--- src/rtl/io_bus_arbiter.sv ---
`default_nettype none
// ============================================================================
// Module  : io_bus_arbiter
// Purpose : Round-robin arbiter sharing the I/O port register bus between
//           the CPU (master 0) and the peripheral sequencer (master 1).
// Revision: 1.0  initial release
// ============================================================================
module io_bus_arbiter #(
    parameter logic [3:0] M1_WR_MASK = 4'b1000
) (
    input  logic       clk,
    input  logic       rst,

    input  logic       m0_req,
    input  logic       m0_we,
    input  logic [1:0] m0_adrs,
    input  logic [7:0] m0_wdata,
    output logic       m0_ack,
    output logic [7:0] m0_rdata,

    input  logic       m1_req,
    input  logic       m1_we,
    input  logic [1:0] m1_adrs,
    input  logic [7:0] m1_wdata,
    output logic       m1_ack,
    output logic [7:0] m1_rdata,
    output logic       m1_err,

    output logic [1:0] io_adrs,
    output logic [7:0] io_din,
    input  logic [7:0] io_dout,
    output logic       io_rd,
    output logic       io_wr,
    output logic       busy
);

    typedef enum logic [1:0] {
        IDLE   = 2'd0,
        ACCESS = 2'd1,
        DONE   = 2'd2
    } state_t;

    state_t     r_state;
    state_t     w_next;
    logic       r_last;
    logic       r_id;
    logic       r_we;
    logic       r_err;

    logic       w_grant;
    logic       w_gid;
    logic       w_we;
    logic [1:0] w_adrs;
    logic [7:0] w_wdata;
    logic       w_blocked;

    // In DONE only the other master may be granted; the just-acked master's
    // req is still high from the old transaction and must not be re-served.
    always_comb begin
        w_next  = r_state;
        w_grant = 1'b0;
        w_gid   = 1'b0;
        case (r_state)
            IDLE: begin
                if (m0_req || m1_req) begin
                    w_grant = 1'b1;
                    w_gid   = (m0_req && m1_req) ? ~r_last : m1_req;
                    w_next  = ACCESS;
                end
            end
            ACCESS: begin
                w_next = DONE;
            end
            DONE: begin
                if (r_id ? m0_req : m1_req) begin
                    w_grant = 1'b1;
                    w_gid   = ~r_id;
                    w_next  = ACCESS;
                end else begin
                    w_next = IDLE;
                end
            end
            default: begin
                w_next = IDLE;
            end
        endcase
    end

    assign w_we      = w_gid ? m1_we    : m0_we;
    assign w_adrs    = w_gid ? m1_adrs  : m0_adrs;
    assign w_wdata   = w_gid ? m1_wdata : m0_wdata;
    assign w_blocked = w_gid & w_we & ~M1_WR_MASK[w_adrs];

    always_ff @(posedge clk or negedge rst) begin
        if (!rst) begin
            r_state <= IDLE;
        end else begin
            r_state <= w_next;
        end
    end

    // Strobes are set on the edge that enters ACCESS so the bus sees them
    // registered for exactly that one cycle.
    always_ff @(posedge clk or negedge rst) begin
        if (!rst) begin
            r_last   <= 1'b1;
            r_id     <= 1'b0;
            r_we     <= 1'b0;
            r_err    <= 1'b0;
            io_adrs  <= 2'd0;
            io_din   <= 8'd0;
            io_rd    <= 1'b0;
            io_wr    <= 1'b0;
            m0_ack   <= 1'b0;
            m1_ack   <= 1'b0;
            m1_err   <= 1'b0;
            m0_rdata <= 8'd0;
            m1_rdata <= 8'd0;
        end else begin
            io_rd  <= 1'b0;
            io_wr  <= 1'b0;
            m0_ack <= 1'b0;
            m1_ack <= 1'b0;
            m1_err <= 1'b0;
            if (w_grant) begin
                r_last  <= w_gid;
                r_id    <= w_gid;
                r_we    <= w_we;
                r_err   <= w_blocked;
                io_adrs <= w_adrs;
                io_din  <= w_wdata;
                io_rd   <= ~w_we;
                io_wr   <= w_we & ~w_blocked;
            end
            if (r_state == ACCESS) begin
                m0_ack <= ~r_id;
                m1_ack <= r_id;
                m1_err <= r_id & r_err;
                if (!r_we) begin
                    if (r_id) begin
                        m1_rdata <= io_dout;
                    end else begin
                        m0_rdata <= io_dout;
                    end
                end
            end
        end
    end

    assign busy = (r_state != IDLE);

endmodule
`default_nettype wire

--- config.mk ---
export PLATFORM = sky130hd
export DESIGN_NAME = io_bus_arbiter
export DESIGN_NICKNAME = d
export VERILOG_FILES = /design/src/rtl/io_bus_arbiter.sv
export SDC_FILE = /design/constraint.sdc
export NUM_CORES = 1
export LEC_CHECK = 0
export ABC_AREA = 0
export BUFFER_PORTS_ARGS = -buffer_cell sky130_fd_sc_hd__buf_2
export CORE_MARGIN = 10
export CORE_UTILIZATION = 28
export DETAILED_ROUTE_END_ITERATION = 8
export GPL_TIMING_DRIVEN = 0
export SYNTH_ARGS = -nofsm -noshare
export SYNTH_HDL_FRONTEND = slang
export SYNTH_SLANG_ARGS = --single-unit
--- constraint.sdc ---
create_clock -name clk -period 3.5 [get_ports clk]
set_clock_uncertainty 0.2 [all_clocks]
set_input_delay 0.7 -clock clk [delete_from_list [all_inputs] [get_ports clk]]
set_output_delay 0.7 -clock clk [all_outputs]
set_load 0.005 [all_outputs]
# Word-level counts from Yosys, hierarchy flattened
# Index checks and enable logic that the tools add are counted.
# classes
addsub	0
mul	0
div_mod_pow	0
order_cmp	1
eq_ne	3
shifts	0
muxes	21
bitwise	10
n_reduce_logical	6
# op_table
cell	count
1-bit 2-to-1 mux	14
8-bit 2-to-1 mux	1
1-bit inverter	6
2-bit one-hot mux with 3 select lines	1
3-bit AND reduction	2
1-bit AND	4
2-bit 2-to-1 mux	2
1-bit one-hot mux with 2 select lines	2
2-bit by 3-bit less-than comparator with 1-bit output (second input constant)	1
1-bit binary-select mux with 2-bit select	1
2-bit by 1-bit == test with 1-bit output (second input constant)	1
2-bit == test (second input constant)	1
2-bit logical NOT	1
2-bit inequality test (second input constant)	1
2-bit nonzero test	1
1-bit logical AND	1
1-bit logical OR	1
# word_totals
regBits	37
latch_bits	0
mem_bits_rw	0
rom_bits	0
in_bits	34
output_inout_bits	32
wordCells	55
mem_count	0

# Logic depth before layout (Yosys ltp)
# depth
depth_word	12
ltp_mapped	5
mapped_depth_nobuf	4

# Worst setup path after synthesis
# Ideal clock, no wire load.
# synth_timing
kind	input to register
from	input m0_req
to	register io_din[3]
t_arrival_ns	1.744
required_time_ns	3.175
setup_slack_ns	1.431
stages	5
path_buffers	1
cell_sequence	nand2_1 > o2111ai_2 > buf_6 > mux2_2 > mux2_2
# synth_via
elab_chain_len	5
word_cells_on_any_way	11
# synth_lines
item	line	text
from (decl)	14	input logic m0_req,
1-bit logical AND	67	w_gid = (m0_req && m1_req) ? ~r_last : m1_req;
1-bit 2-to-1 mux	67	
1-bit 2-to-1 mux	65	if (m0_req || m1_req) begin
1-bit one-hot mux with 2 select lines	63	case (r_state)
8-bit 2-to-1 mux	91	assign w_wdata = w_gid ? m1_wdata : m0_wdata;
to (signal assigned)	131	io_din <= w_wdata;
to (decl)	30	output logic [7:0] io_din,
# Several ways; a longest one is shown, not always the timed one.
# A chain may end at the register's enable or synchronous reset.

# Final worst setup path
# layout_timing
from	register r_state[0]
to	output busy
# layout_via
elab_chain_len	1
# layout_lines
item	line	text
from (decl)	43	state_t r_state;
from (signal assigned)	98	r_state <= w_next;
2-bit nonzero test	150	assign busy = (r_state != IDLE);
to (decl)	34	output logic busy
# Every way passes these cells.

==> out/metrics.csv <==
stage,metric,value,unit
drt,routed vias/inst,4.29,
drt,vias,1076,
global_route,vias in the first global route,1155,
floorplan,io pins,66,
logic_synthesis,Yosys warnings,0,
power_and_ir_drop,Reg power frac,41.5,%
floorplan,FP Rows,27,
place,Setup Slack @ Placement,1.17,ns
worst_setup_path,R2R Setup Slk,1.47,ns
worst_setup_path,Worst Setup EP,busy,
floorplan,Vert. Die Dim,95.2,um
worst_hold_path,worst hold path startpoint,m0_rdata[6],
power_and_ir_drop,Logic pwr share,39.2,%
worst_setup_path,critical path capture point type,output pin,
logic_synthesis,synthesized area per cell,14.8,sq um
cts,Post-CTS Setup Bufs,0,
worst_setup_path,Worst Setup Start Kind,flip-flop,
place,DP Area,0.00200,sq mm
logic_synthesis,post-synth top area share,57.0,%
worst_setup_path,Crit Path Class,flip-flop to output pin,
timing,final setup fails,0,
logic_synthesis,post-synthesis cell count,107,
drt,final wirelength,3.72,mm
floorplan,Die X,95.2,um
worst_setup_path,CP Data Arrival Time,1.16,ns
global_route,total gr overflow,0,
timing,minimum clock period,2.06,ns
floorplan,Die ar.,0.00905,sq mm
cts,CTS max path bufs,2,
timing,Slew HR,46.0,%
run_status,status,"finished, final reports clean",
logic_synthesis,Synth cell types,23,
logic_synthesis,Main synth FF type,dfrtp_1,
logic_synthesis,Post-synth ARST share,100,%
place,HPWL after detailed placement,2.99,mm
cts,clock root buffer,clkbuf_8,
place,PortBufs,65,
logic_synthesis,cell taking the most area after synthesis,dfrtp_1,
global_route,antenna violations before repair,0,
logic_synthesis,Syn Std Cell Area,0.00158,sq mm
drt,Iteration-0 DRC Markers,22,
power_and_ir_drop,Net Switching,0.569,mW
cts,"Gates resized, CTS repair",0,
power_and_ir_drop,clock share of power,19.4,%
power_and_ir_drop,Worst IR Drop VDD,200,uV
drt,DRC viols,0,
drt,"antenna viol nets, final",0,
worst_setup_path,Register-to-Register Path Depth,5,
logic_synthesis,Synth Net Count,141,
timing,Total Neg Setup Slack,0,ns
layout,ant diodes,0,
logic_synthesis,"EDFF count, synth",0,
timing,setup slack after layout,1.44,ns
worst_setup_path,Critical R2R Launch,r_last,
cts,CTS Buf Count,5,
run,max cap viols,0,
logic_synthesis,largest cells by area after synthesis,"dfrtp_1 (57%), mux2_2 (26%), nor3_4 (3.1%), dfstp_2 (1.7%), buf_6 (1.4%)",
worst_setup_path,Critical Path RT,2.60,ns
power_and_ir_drop,internal power,1.25,mW
global_route,largest net degree at the start of global routing,38,
cts,Post-CTS Hold Buffers,0,
worst_setup_path,R2R Path End,io_din[6],
power_and_ir_drop,Sw Ratio,31.3,%
global_route,first-pass GRT wire length,5.94,mm
logic_synthesis,Post-synth top cells,"dfrtp_1 (36), mux2_2 (36), inv_1 (5)",
floorplan,starting density of the core,28.7,%
timing,RSZ-0062 raised after global routing,false,
power_and_ir_drop,Pleak,1.01,nW
timing,Final Hold Fails,0,
worst_hold_path,Hold Crit Class,flip-flop to flip-flop,
layout,"Design Area, Final",0.00210,sq mm
floorplan,total core area,0.00551,sq mm
global_route,Tot GR Track Use,8.27,%
timing,f_max,0.485,GHz
logic_synthesis,sequential area share after synthesis,58.6,%
cts,H-tree levels,2,
cts,Worst-path clk slew,0.07,ns
worst_setup_path,worst-path maximum fanout,5,
cts,Clock Latency Late Sink,0.29,ns
cts,CTS tree,yes,
timing,Slew Limit Fails,0,
worst_hold_path,hold path depth,1,
timing,final worst-path cycle share,58.9,%
layout,Area growth syn-to-layout,32.8,%
power_and_ir_drop,Final Power,1.82,mW
power_and_ir_drop,Pwr Density,867,mW/mm^2
layout,Total Nets Final,213,
worst_setup_path,worst setup path start,r_state[0],
drt,DRT Pass-1 Iters,4,
layout,fraction of layout cells with a size suffix above 1,67.0,%
drt,average wire per standard cell,14.8,um
logic_synthesis,#FFs+latches synth,37,
timing,slew of the pin with the lowest slew margin,0.810,ns
place,RD Place Congestion,0.722,
cts,clock sinks,37,
==> registers in the layout, indices dropped and copies added (netlist names) <==
name / count
io_rd: 1
r_id: 1
m0_rdata: 8
m1_err: 1
r_state: 2
m1_ack: 1
m1_rdata: 8
r_we: 1
io_wr: 1
io_adrs: 2
m0_ack: 1
r_last: 1
io_din: 8
r_err: 1
==> power groups by stage <==
stage	Clock [mW]	Sequential, mW	Combinational [mW]
2_1_floorplan	0	0.776	0.411
3_3_place_gp	0	0.759	0.723
3_5_place_dp	0	0.765	0.736
4_1_cts	0.367	0.758	0.738
5_1_grt	0.382	0.786	0.784
6_report	0.352	0.755	0.713
==> routing by layer <==
metal	share of wire (%)	global-route usage, %	up-vias
met1	36	8.28	531
li1	-	-	519
met5	0	0	-
met4	1.9	3.74	0
met3	4.4	1.96	7
met2	58	15.7	19
==> final cells by class <==
class,instances,area (sq um)
multi-input combinational,62,608
clock inverter,2,35.0
inverter,5,18.8
clock buffer,5,68.8
timing repair buffer,65,325
buffer,3,27.5
fill,549,3410
tap,72,90.1
sequential,37,927
==> how the worst min path moves through the flow <==
| stage | to | slack (ns) |
|---|---|---|
| after global placement | m0_rdata[6] | 0.26 |
| after global routing | m0_rdata[6] | 0.32 |
| after detailed placement | m0_rdata[6] | 0.27 |
| final | m0_rdata[6] | 0.29 |
| after floorplan | io_adrs[0] | 0.20 |
| after CTS | m0_rdata[6] | 0.29 |
==> cells in the final DEF (no fill, tap or decap), types with 2 or more instances in the layout <==
cell type / n
clkbuf_8: 5
dfrtp_1: 36
nor2_1: 3
o21ai_0: 3
nor3_4: 3
nand2_1: 3
nand2b_1: 2
buf_2: 65
buf_6: 2
inv_1: 5
mux2_2: 36
==> through the flow <==
stage | util (%) | hold slack, ns | instances
after floorplan | - | 0.204 | 107
after global routing | 38.2 | 0.316 | 251
after detailed placement | 36.3 | 0.273 | 244
after CTS | 38.2 | 0.292 | 251
final | 38.2 | 0.287 | 251
after global placement | 36.3 | 0.265 | 244
==> worst max-delay path, cell delays in order, from the launching register on <==
cell     delay (ns)
dfrtp_1        0.44
or2_2          0.31
buf_2          0.13
==> cell families after synthesis <==
family,Yosys count,share of synthesized area [%]
mux,38,27.3
buf+inv,8,2.93
compound gates,7,3.64
simple gates,17,7.52
flops,37,58.6
Power figures use the tool's default switching activity.
